**src/rtl/pump_ctrl.sv**
```systemverilog
// pump_ctrl
//   Protected pump motor driver. It takes the raw motor-on request from the
//   tank controller and adds a minimum on-time and a minimum off-time
//   (anti-short-cycle). It also detects dry-run and over-long-run faults.
//   A fault is latched and keeps the pump off until software acknowledges it.
//
// Ports
//   clk        : system clock, rising edge
//   rst        : asynchronous active-low reset
//   en         : pump subsystem enable
//   mon_req    : motor-on request, synchronous to clk
//   dry        : asynchronous dry-run sensor (1 = no water at inlet)
//   fault_clr  : fault acknowledge, only looked at while in FAULT
//   pump_on    : registered pump drive
//   fault      : latched fault flag
//   fault_code : 00 none, 01 dry-run, 10 timeout
//   state      : 00 IDLE, 01 RUN, 10 OFFWAIT, 11 FAULT
//   cnt        : run cycles in RUN, cool-down cycles in OFFWAIT, 0 otherwise
//
// Handshake: there is no valid/ready pair here. mon_req is a level request
// that is sampled on every rising edge. fault_clr is a level acknowledge,
// and it acts on the first rising edge on which it is high in FAULT.
module pump_ctrl #(
  parameter int MIN_ON  = 8,
  parameter int MIN_OFF = 8,
  parameter int MAX_RUN = 1000,
  parameter int DRY_LIM = 4,
  parameter int CW      = 16
) (
  input  logic          clk,
  input  logic          rst,
  input  logic          en,
  input  logic          mon_req,
  input  logic          dry,
  input  logic          fault_clr,
  output logic          pump_on,
  output logic          fault,
  output logic [1:0]    fault_code,
  output logic [1:0]    state,
  output logic [CW-1:0] cnt
);

  // dry_cnt can reach DRY_LIM for one cycle, on the edge that leaves RUN.
  localparam int DW = $clog2(DRY_LIM + 1);

  localparam logic [CW-1:0] ON_LAST  = CW'(MIN_ON - 1);
  localparam logic [CW-1:0] OFF_LAST = CW'(MIN_OFF - 1);
  localparam logic [CW-1:0] RUN_LAST = CW'(MAX_RUN - 1);
  localparam logic [DW-1:0] DRY_LAST = DW'(DRY_LIM - 1);

  typedef enum logic [1:0] {
    S_IDLE  = 2'b00,
    S_RUN   = 2'b01,
    S_OFF   = 2'b10,
    S_FAULT = 2'b11
  } state_t;

  state_t          cur_state;
  state_t          nxt_state;
  logic            dry_meta;
  logic            dry_s;
  logic [DW-1:0]   dry_cnt;
  logic [DW-1:0]   dry_cnt_d;
  logic [CW-1:0]   cnt_d;
  logic            pump_on_d;
  logic            fault_d;
  logic [1:0]      fault_code_d;
  logic            dry_trip;
  logic            run_trip;

  assign state = cur_state;

  // Fault triggers as seen in RUN. They are only acted on when en is high,
  // because a disable always wins and sends the block to OFFWAIT.
  assign dry_trip = dry_s && (dry_cnt == DRY_LAST);
  assign run_trip = (cnt == RUN_LAST);

  // Two-flop synchronizer for the asynchronous dry sensor.
  always_ff @(posedge clk or negedge rst) begin
    if (!rst) begin
      dry_meta <= 1'b0;
      dry_s    <= 1'b0;
    end else begin
      dry_meta <= dry;
      dry_s    <= dry_meta;
    end
  end

  // State register, with all outputs registered next to it.
  always_ff @(posedge clk or negedge rst) begin
    if (!rst) begin
      cur_state  <= S_IDLE;
      pump_on    <= 1'b0;
      fault      <= 1'b0;
      fault_code <= 2'b00;
      cnt        <= '0;
      dry_cnt    <= '0;
    end else begin
      cur_state  <= nxt_state;
      pump_on    <= pump_on_d;
      fault      <= fault_d;
      fault_code <= fault_code_d;
      cnt        <= cnt_d;
      dry_cnt    <= dry_cnt_d;
    end
  end

  // Next-state logic. The order of the RUN branches sets the exit priority.
  always_comb begin
    nxt_state = cur_state;
    unique case (cur_state)
      S_IDLE: begin
        if (en && mon_req) nxt_state = S_RUN;
      end
      S_RUN: begin
        if (!en)                           nxt_state = S_OFF;
        else if (dry_trip)                 nxt_state = S_FAULT;
        else if (run_trip)                 nxt_state = S_FAULT;
        else if (!mon_req && cnt >= ON_LAST) nxt_state = S_OFF;
      end
      S_OFF: begin
        // en and mon_req are deliberately ignored during the cool-down.
        if (cnt == OFF_LAST) nxt_state = S_IDLE;
      end
      S_FAULT: begin
        if (fault_clr) nxt_state = S_OFF;
      end
      default: nxt_state = S_IDLE;
    endcase
  end

  // Output and datapath next values. These are derived from the transition.
  always_comb begin
    pump_on_d    = (nxt_state == S_RUN);
    fault_d      = (nxt_state == S_FAULT);
    fault_code_d = 2'b00;
    if (nxt_state == S_FAULT) begin
      if (cur_state == S_FAULT) fault_code_d = fault_code;
      else                      fault_code_d = dry_trip ? 2'b01 : 2'b10;
    end

    // The counter restarts from 0 on every state change and advances only
    // while the block stays in RUN or OFFWAIT. The exit compares stop it
    // well before it could wrap.
    cnt_d = '0;
    if ((nxt_state == cur_state) && (cur_state == S_RUN || cur_state == S_OFF))
      cnt_d = cnt + CW'(1);

    dry_cnt_d = '0;
    if (cur_state == S_RUN && dry_s) dry_cnt_d = dry_cnt + DW'(1);
  end

endmodule

```
**config.mk**
```make
export PLATFORM = sky130hd
export DESIGN_NAME = pump_ctrl
export DESIGN_NICKNAME = d
export VERILOG_FILES = /design/src/rtl/pump_ctrl.sv
export SDC_FILE = /design/constraint.sdc
export NUM_CORES = 1
export LEC_CHECK = 0
export BUFFER_PORTS_ARGS = -buffer_cell sky130_fd_sc_hd__buf_2
export CAP_MARGIN = 20
export CORE_MARGIN = 2
export CORE_UTILIZATION = 30
export CTS_CLUSTER_SIZE = 10
export DETAILED_ROUTE_END_ITERATION = 6
export SLEW_MARGIN = 20
export SYNTH_ARGS = -nofsm -noshare
export SYNTH_HDL_FRONTEND = slang
export SYNTH_SLANG_ARGS = --single-unit
```
**constraint.sdc**
```tcl
create_clock -name clk -period 7.05 [get_ports clk]
set_input_delay 0.3525 -clock clk [delete_from_list [all_inputs] [get_ports clk]]
set_output_delay 0.3525 -clock clk [all_outputs]
set_load 0.005 [all_outputs]
```
==> impl_metrics.ini, run 1 <==
[floorplanning]
design.portCount = 28
die_height_um = 76.5
fp.coreArea_um2 = 5110
die-area_um2 = 5860
initial_cell_density_of_the_core_pct = 30.9
core.rowCount = 26
dieWidth_um = 76.5

[place]
placement.io_buffers = 27
place.gp.congestion = 0.754
post-dp-hpwl_um = 2500
placement.setup.worst_slack_ps = 4260

[global_route]
antenna_violations_before_repair = 0
grt_util_all_layers_pct = 12.2
grt_overflow_total = 0
pin_count_of_the_biggest_net_entering_global_routing = 28
first_pass_grt_wire_length_um = 5890
via_count_of_the_first_global_routing_pass = 1269

[power]
share_clk_of_total_power_pct = 18.8
power.ir.vdd_worst_v = 0.000109
power.leakage_nw = 0.779
power-per-cell-area_nw_per_um2 = 259
share_seq_of_total_power_pct = 40.7
sw_frac_of_total_pct = 41.0
net-switching-power_uw = 192
power.internal_uw = 276
combPwrFrac_pct = 40.6

[sta]
timing.setup.tns_ps = 0
timing.final.hold_violations = 0
clock-skew-final_ps = 5.12
final_critical_path_setup_slack_ps = 4220
report.final.slew_viol_count = 0
worst_pin_slew_ps = 809
fmax_mhz = 354
setup_repair_after_global_routing_missed_its_margin = false
relSlewSlack_pct = 45.4
post-route-min-period_ps = 2830
fin_crit_sh_pct = 40.1
setup_viol = 0

[critical_path]
crit_path_start = cnt[3]$_DFF_PN0_
critPathArrivalTime_ps = 3000
critical_path.max_fanout = 16
slowest_delay_ps = 580
crit-reg2reg-launch = cnt[3]$_DFF_PN0_
critPathCaptureType = register
cp_cell_sequence = or4_1 -> o41a_1 -> a311o_1 -> and4_1 -> nor4_1
crit_type = register to register
worstPathRequired_ps = 7220
cpMaxStageDelayCell = or4_1
startpoint_type = register

[synthesis]
synth_sequential_area_ratio_pct = 42.8
synth-seq-cells = 27
postSynthAreaPerCell_um2 = 10.4
synth_area_leader_cell = dfrtp_1
synthesis.nets = 165
synth-edff-count = 0
synth_warnings = 0
ys_async_sr_fraction_pct = 100
netlist_top_cells_count = dfrtp_1 (27), xnor2_1 (11), inv_1 (9), nor4_2 (9)
post_synth_num_cell_types = 40
synthDominantCellAreaShare_pct = 42.8
top_count_cell_post_synth = dfrtp_1
synth_cells = 151
synth_area_um2 = 1580
synth.area.top_cells = dfrtp_1 (43%), nor4_2 (7.1%), ha_1 (6.3%)
synth-main-ff-cell = dfrtp_1

[cells_and_area]
sequential_cell_area_um2 = 676
insertedDiodeCount = 0
fillerInstances = 543
final_layout_size_suffix_gt1_share_pct = 24.9
areaGrowthSynthToFinish_pct = 14.5
design.final.nets = 192
multi_input_comb_area_um2 = 815
final_core_utilization_pct = 35.4

[clock_tree]
holdBufCountCts = 0
cts_tree = yes
clkLatencyLatePin_ps = 270
cts_num_sinks = 27
ctsHtreeMaxLevel = 1
cts.repair.resized = 0
root_buffer = clkbuf_8
numCtsBuffers = 3
cts.path.max_buffers = 2
clk_transition_reported_paths_ps = 90
cts_setup_buffers = 0

[routing]
number_of_iterations_in_the_first_detailed_routing_pass = 4
routed-wl-met2_um = 1720
first_iter_violations = 79
ant_nets = 0
routed-via-count = 1281
routed.top_layer = met4
routedWlPerCell_um = 13.9
met1Wirelength_um = 1490
drt_wl_total_um = 3430
route.detailed.vias_per_inst = 5.19
met3RoutedLength_um = 165
post-route-drc-count = 0

[min_path]
hold_class = primary input to asynchronous set/reset pin

[status]
status = complete, no violations

[run]
cap_violations = 0
[per-stage QoR]
stage | total power [mW] | cell area (um^2) | hold WS [ps] | instances
2_1_floorplan | 0.336 | 1580 | 56.9 | 151
3_3_place_gp | 0.383 | 1760 | 336 | 243
3_5_place_dp | 0.384 | 1760 | 338 | 243
4_1_cts | 0.474 | 1810 | 90.7 | 247
5_1_grt | 0.503 | 1810 | 129 | 247
6_report | 0.468 | 1810 | 68.0 | 247
[cell type report]
cell class	count	share of cell area [%]
Clock buffer	4	2.49
Inverter	9	1.87
Multi-Input combinational cell	108	45.1
Timing Repair Buffer	29	8.31
Tap cell	70	4.85
Sequential cell	27	37.4
[worst max-delay path: cells and delay by family (launching register included)]
family           cells  cell delay, ps
flip-flops           1             470
AO/OA/AOI/OAI        2             860
AND/OR/NAND/NOR      3            1400
[state kept, by name (all words and copies together) (netlist names)]
signal      cells
cnt            16
dry_cnt         3
fault_code      2
state           2
dry_meta        1
dry_s           1
fault           1
pump_on         1
[power by group through the flow]
stage	clock network (mW)	logic [mW]	registers, mW
6_report	0.0878	0.190	0.190
5_1_grt	0.0994	0.210	0.194
4_1_cts	0.0915	0.191	0.191
3_5_place_dp	0	0.190	0.194
3_3_place_gp	0	0.189	0.194
2_1_floorplan	0	0.143	0.192
[layout by cell type, fill, tap and decap left out, types with 8 or more instances in the layout]
master	instances
dfrtp_1	27
buf_2	27
xnor2_1	11
inv_1	9
nor4_2	9
nor4_1	8
nand2_1	8
nor2_1	8
ha_1	8
[routing by layer]
layer | up-vias | track usage [%]
met5 | - | 0
met4 | 0 | 4.00
met3 | 7 | 3.08
met2 | 33 | 20.8
met1 | 626 | 15.1
li1 | 615 | -
[cell families (layout without fill, tap and decap cells)]
family / count (synthesis) / after routing / share of synthesized area [%]
AND/OR/NAND/NOR: 66 / 66 / 28.0
flip-flops: 27 / 27 / 42.8
AO/OA/AOI/OAI: 19 / 19 / 8.80
buffers and inverters: 16 / 42 / 5.55
XOR/XNOR: 14 / 14 / 7.77
adder cells (fa/ha/maj): 8 / 8 / 6.34
multiplexers: 1 / 1 / 0.714
[path summary, 6_finish.rpt]
kind | endpoint | slack [ps] | cells after the start
worst max-delay path | cnt[3]$_DFF_PN0_ | 4220 | 5
worst min-delay path | fault$_DFF_PN0_ | 70 | 1
worst max register to register | cnt[3]$_DFF_PN0_ | 4220 | 5
worst min register to register | dry_s$_DFF_PN0_ | 360 | 0
max in group asynchronous | cnt[8]$_DFF_PN0_ | 6590 | 1
min in group clk | dry_meta$_DFF_PN0_ | 180 | 1
(Power assumes the default switching activity.)
==> inputs of run 2 (changes only) <==
==> constraint.sdc (replaced) <==
create_clock -name clk -period 2.4 [get_ports clk]
set_input_delay 0.12 -clock clk [delete_from_list [all_inputs] [get_ports clk]]
set_output_delay 0.12 -clock clk [all_outputs]
set_load 0.005 [all_outputs]
==> run 2 against run 1 <==
Effect of this change: cell count up 9.3%; via count up 7.0%; setup slack worse by 4100 ps; flip-flop and latch count unchanged; non-clock buffer count up 23; clock power rose to 3.0 times the previous value; largest cell class unchanged; die area unchanged; routed wire length up 11%; worst hold slack better by 290 ps; total power rose to 3.3 times the previous value; critical path depth up 2; sequential share of layout area down 4.4 points; largest power group is now combinational cells.
==> impl_metrics.ini, run 2 (same netlist as run 1, synthesis figures left out) <==
[routing]
first_iter_violations = 45
routedWlPerCell_um = 14.1
route.detailed.vias_per_inst = 5.08
routed-via-count = 1371
post-route-drc-count = 0
ant_nets = 0
drt_wl_total_um = 3800
number_of_iterations_in_the_first_detailed_routing_pass = 4

[critical_path]
startpoint_type = register
slowest_delay_ps = 540
cpMaxStageDelayCell = or4_4
worstRegToRegCells = 7
reg2reg_slack_ps = 80
cp_cell_sequence = or4_4 -> o41a_1 -> a311o_1 -> buf_4 -> a21oi_4 -> buf_6 -> nor4_4
critPathArrivalTime_ps = 2480
critical_path.max_fanout = 7
critPathCaptureType = register
worstPathRequired_ps = 2560
crit_type = register to register

[global_route]
first_pass_grt_wire_length_um = 6710
via_count_of_the_first_global_routing_pass = 1422
pin_count_of_the_biggest_net_entering_global_routing = 28
grt_util_all_layers_pct = 14.2
grt_overflow_total = 0
antenna_violations_before_repair = 0

[power]
share_clk_of_total_power_pct = 16.9
net-switching-power_uw = 628
power.leakage_nw = 0.898
combPwrFrac_pct = 48.2
sw_frac_of_total_pct = 40.2
share_seq_of_total_power_pct = 35.0
power-per-cell-area_nw_per_um2 = 760
power.internal_uw = 933
power.ir.vdd_worst_v = 0.000357

[place]
post-dp-hpwl_um = 2920
placement.io_buffers = 27
placed_area_um2 = 1940
placement.setup.worst_slack_ps = -27.7
place.gp.congestion = 0.744

[cells_and_area]
multi_input_comb_area_um2 = 857
most-common-layout-cells = buf_2 (27), dfrtp_1 (26), buf_4 (19)
fillerInstances = 539
insertedDiodeCount = 0
design.final.nets = 215
largest_register = cnt
final_layout_size_suffix_gt1_share_pct = 36.0
areaGrowthSynthToFinish_pct = 30.1
most_common_cell_after_layout_fill_and_taps_aside = buf_2
finalInstanceArea_um2 = 2050
largest_reg_flops = 16
largestRegisters = cnt (16), dry_cnt (3)
sequential_cell_area_um2 = 677

[sta]
clock-skew-final_ps = 2.60
relSlewSlack_pct = 59.0
final_critical_path_setup_slack_ps = 81.5
worst_pin_slew_ps = 615
report.final.slew_viol_count = 0
setup_viol = 0
post-route-min-period_ps = 2320
fin_crit_sh_pct = 96.6
timing.final.hold_violations = 0
setup_repair_after_global_routing_missed_its_margin = true
fmax_mhz = 431

[status]
status = complete, no violations

[run]
cap_violations = 0

[floorplanning]
core.rowCount = 26
die_height_um = 76.5
fp.coreArea_um2 = 5110
die-area_um2 = 5860
initial_cell_density_of_the_core_pct = 30.9
design.portCount = 28
dieWidth_um = 76.5

[clock_tree]
ctsHtreeMaxLevel = 1
cts_tree = yes
clkLatencyLatePin_ps = 270
numCtsBuffers = 3
clk_transition_reported_paths_ps = 90
cts_setup_buffers = 0
root_buffer = clkbuf_8
cts_num_sinks = 27
cts.path.max_buffers = 2

[min_path]
hold_class = register to register
min_delay_path_depth = 0
==> run 2: changes by cell type in the layout (fill, tap and decap cells not counted), sizes merged <==
cell	previous run	this run
buf	29	50
dlygate4sd3	0	2
==> run 2: power groups by stage <==
stage,clock [mW],combinational (mW),sequential (mW)
floorplan,0,0.440,0.565
global placement,0,0.689,0.553
detailed placement,0,0.695,0.556
CTS,0.275,0.716,0.547
global route,0.289,0.826,0.554
finish,0.263,0.752,0.545
==> run 2: final cells by class <==
type,instances,area share [%]
timing repair buffer,52,17.1
sequential,27,33.0
tap,70,4.27
clock buffer,4,2.20
multi-input combinational,108,41.8
inverter,9,1.65
==> run 2: through the flow <==
stage                     hold WS [ps]  std cells  setup TNS, ps  util (%)  total power [mW]
after detailed placement           169        264          -33.4      38.0              1.25
final                              358        270              0      40.2              1.56
after CTS                          359        270              0      39.4              1.54
after global placement             160        264              0      38.0              1.24
after global routing               364        270          -6.44      40.2              1.67
after floorplan                   -176        151              0         -              1.00
==> run 2: metal layers <==
layer,track usage (%),routed length [um],part of all wire (%)
met1,18.3,1710,45
met2,23.8,1930,51
met3,2.25,87,2.3
met4,5.64,70,1.8
met5,0,0,0
==> run 2: path summary, 6_finish.rpt <==
| check | startpoint | end |
|---|---|---|
| setup / recovery | cnt[11]$_DFF_PN0_ | cnt[11]$_DFF_PN0_ |
| hold / removal | dry_meta$_DFF_PN0_ | dry_s$_DFF_PN0_ |
| setup reg to reg | cnt[11]$_DFF_PN0_ | cnt[11]$_DFF_PN0_ |
| hold reg to reg | dry_meta$_DFF_PN0_ | dry_s$_DFF_PN0_ |
| max in group asynchronous | rst | cnt[3]$_DFF_PN0_ |
| min in group asynchronous | rst | fault$_DFF_PN0_ |
==> run 2: critical path: cells and delay by family, from the launching register on <==
family / cells / cell delay, ps
compound gates: 3 / 880
simple gates: 2 / 600
flops: 1 / 390
buf+inv: 2 / 330
==> run 2: repair_timing <==
item                                    in CTS  in global routing
hold buffers                                 2                  0
endpoints found under the setup margin       9                 20
endpoints found under the hold margin       28                  0
cloned                                       0                  0
gates resized for setup                      3                  9
==> inputs of run 3 (changes only) <==
--- a/config.mk
+++ b/config.mk
@@ -11,6 +11,7 @@
 export CORE_UTILIZATION = 30
 export CTS_CLUSTER_SIZE = 10
 export DETAILED_ROUTE_END_ITERATION = 6
+export RECOVER_POWER = 25
 export SLEW_MARGIN = 20
 export SYNTH_ARGS = -nofsm -noshare
 export SYNTH_HDL_FRONTEND = slang
==> run 3 against run 2 <==
Effect of this change: cell area about the same; setup slack unchanged; sequential share of layout area about the same; critical path type unchanged; clock skew unchanged; clock power about the same; highest routed layer unchanged.
==> impl_metrics.ini, run 3 (same netlist as run 1, synthesis figures left out) <==
[cells_and_area]
insertedDiodeCount = 0
most-common-layout-cells = dfrtp_1 (26), buf_2 (26), buf_4 (19)
largest_reg_flops = 16
areaGrowthSynthToFinish_pct = 30.0
design.final.nets = 215
largest_register = cnt
final_layout_size_suffix_gt1_share_pct = 35.5
largestRegisters = cnt (16), dry_cnt (3)

[global_route]
grt_util_all_layers_pct = 14.2
grt_overflow_total = 0
groute.layer.met1.usage_pct = 18.3
antenna_violations_before_repair = 0
groute.layer.met3.usage_pct = 2.25
met2_track_demand_over_resource_pct = 23.8
global_route_hottest_layer = met2
pin_count_of_the_biggest_net_entering_global_routing = 28
first_pass_grt_wire_length_um = 6710
via_count_of_the_first_global_routing_pass = 1422

[floorplanning]
dieWidth_um = 76.5
fp.coreArea_um2 = 5110
design.portCount = 28
initial_cell_density_of_the_core_pct = 30.9
die_height_um = 76.5
die-area_um2 = 5860
core.rowCount = 26

[power]
power.leakage_nw = 0.895
power-per-cell-area_nw_per_um2 = 761
report.power.total_mw = 1.56
power.ir.vdd_worst_v = 0.000357

[critical_path]
crit_path_start = cnt[11]$_DFF_PN0_
reg2reg_slack_ps = 80
worstRegToRegCells = 7
cp_cell_sequence = or4_4 -> o41a_1 -> a311o_1 -> buf_4 -> a21oi_4 -> buf_6 -> nor4_4
slowest_delay_ps = 540
crit-reg2reg-launch = cnt[11]$_DFF_PN0_
critPathArrivalTime_ps = 2480
critPathCaptureType = register
critical_path.max_fanout = 7
worstPathRequired_ps = 2560
crit_type = register to register
rr_endpoint = cnt[11]$_DFF_PN0_
cpMaxStageDelayCell = or4_4
startpoint_type = register

[routing]
first_iter_violations = 45
route.detailed.vias_per_inst = 5.08
routed-via-count = 1371
routedWlPerCell_um = 14.1
drt_wl_total_um = 3800
number_of_iterations_in_the_first_detailed_routing_pass = 4
ant_nets = 0
post-route-drc-count = 0

[clock_tree]
cts_tree = yes
cts_setup_buffers = 0
cts.path.max_buffers = 2
clk_transition_reported_paths_ps = 90
clkLatencyLatePin_ps = 270
root_buffer = clkbuf_8
numCtsBuffers = 3
ctsHtreeMaxLevel = 1
cts_num_sinks = 27

[sta]
setup_viol = 0
timing.final.hold_violations = 0
fmax_mhz = 431
worst_pin_slew_ps = 1480
final_critical_path_setup_slack_ps = 81.5
clock-skew-final_ps = 2.60
timing.setup.tns_ps = 0
fin_crit_sh_pct = 96.6
report.final.slew_viol_count = 0
post-route-min-period_ps = 2320
relSlewSlack_pct = 1.41
setup_repair_after_global_routing_missed_its_margin = true

[min_path]
min_from = dry_meta$_DFF_PN0_
hold_class = register to register
min_delay_path_depth = 0
worstHoldEndpoint = dry_s$_DFF_PN0_

[place]
post-dp-hpwl_um = 2920
placement.setup.worst_slack_ps = -27.7
placement.io_buffers = 27
place.gp.congestion = 0.744

[status]
status = complete, no violations

[run]
cap_violations = 0
-- run 3: changes by cell type in the layout (fill, tap and decap cells not counted), sizes merged --
cell and change:
buf -1, clkbuf +1
-- run 3: repair_timing --
item | CTS | global route
hold buffers | 2 | 0
gates resized for setup | 3 | 9
setup endpoints to repair | 9 | 20
hold endpoints to repair | 28 | 0
-- run 3: metrics by stage --
| stage | hold slack [ps] | area [um^2] | util (%) | std cells |
|---|---|---|---|---|
| 6_report | 358 | 2050 | 40.2 | 270 |
| 5_1_grt | 364 | 2050 | 40.2 | 270 |
| 4_1_cts | 359 | 2010 | 39.4 | 270 |
| 3_5_place_dp | 169 | 1940 | 38.0 | 264 |
| 3_3_place_gp | 160 | 1940 | 38.0 | 264 |
| 2_1_floorplan | -176 | 1590 | - | 151 |
-- run 3: cell type report --
| cell class | instances | area [um^2] |
|---|---|---|
| Timing Repair Buffer | 52 | 350 |
| Sequential cell | 27 | 677 |
| Clock buffer | 4 | 45.0 |
| Tap cell | 70 | 87.6 |
| Inverter | 9 | 33.8 |
| Multi-Input combinational cell | 108 | 857 |
| Fill cell | 538 | 3060 |
-- run 3: how the worst max path moves through the flow --
stage | endpoint | slack [ps] | cells past startpoint
floorplan | cnt[1]$_DFF_PN0_ | 40 | 6
global placement | cnt[1]$_DFF_PN0_ | 7 | 5
detailed placement | cnt[1]$_DFF_PN0_ | -30 | 5
CTS | cnt[11]$_DFF_PN0_ | 40 | 7
global route | fault_code[1]$_DFFE_PN0P_ | -6 | 6
finish | cnt[11]$_DFF_PN0_ | 80 | 7
-- run 3: report_power, final --
part,internal [mW],switching (mW)
clock,0.119,0.144
sequential,0.509,0.0366
combinational,0.305,0.447
total,0.932,0.628
-- run 3: worst max-delay path, delay by kind of cell (launching register included) --
family | cells | cell delay [ps]
compound gates | 3 | 880
buf+inv | 2 | 330
flops | 1 | 390
simple gates | 2 | 600
-- run 3: routing by layer --
layer,routed length [um],vias to the layer above
met2,1930,26
met4,70,0
met5,0,-
met1,1710,679
met3,87,7
li1,-,659
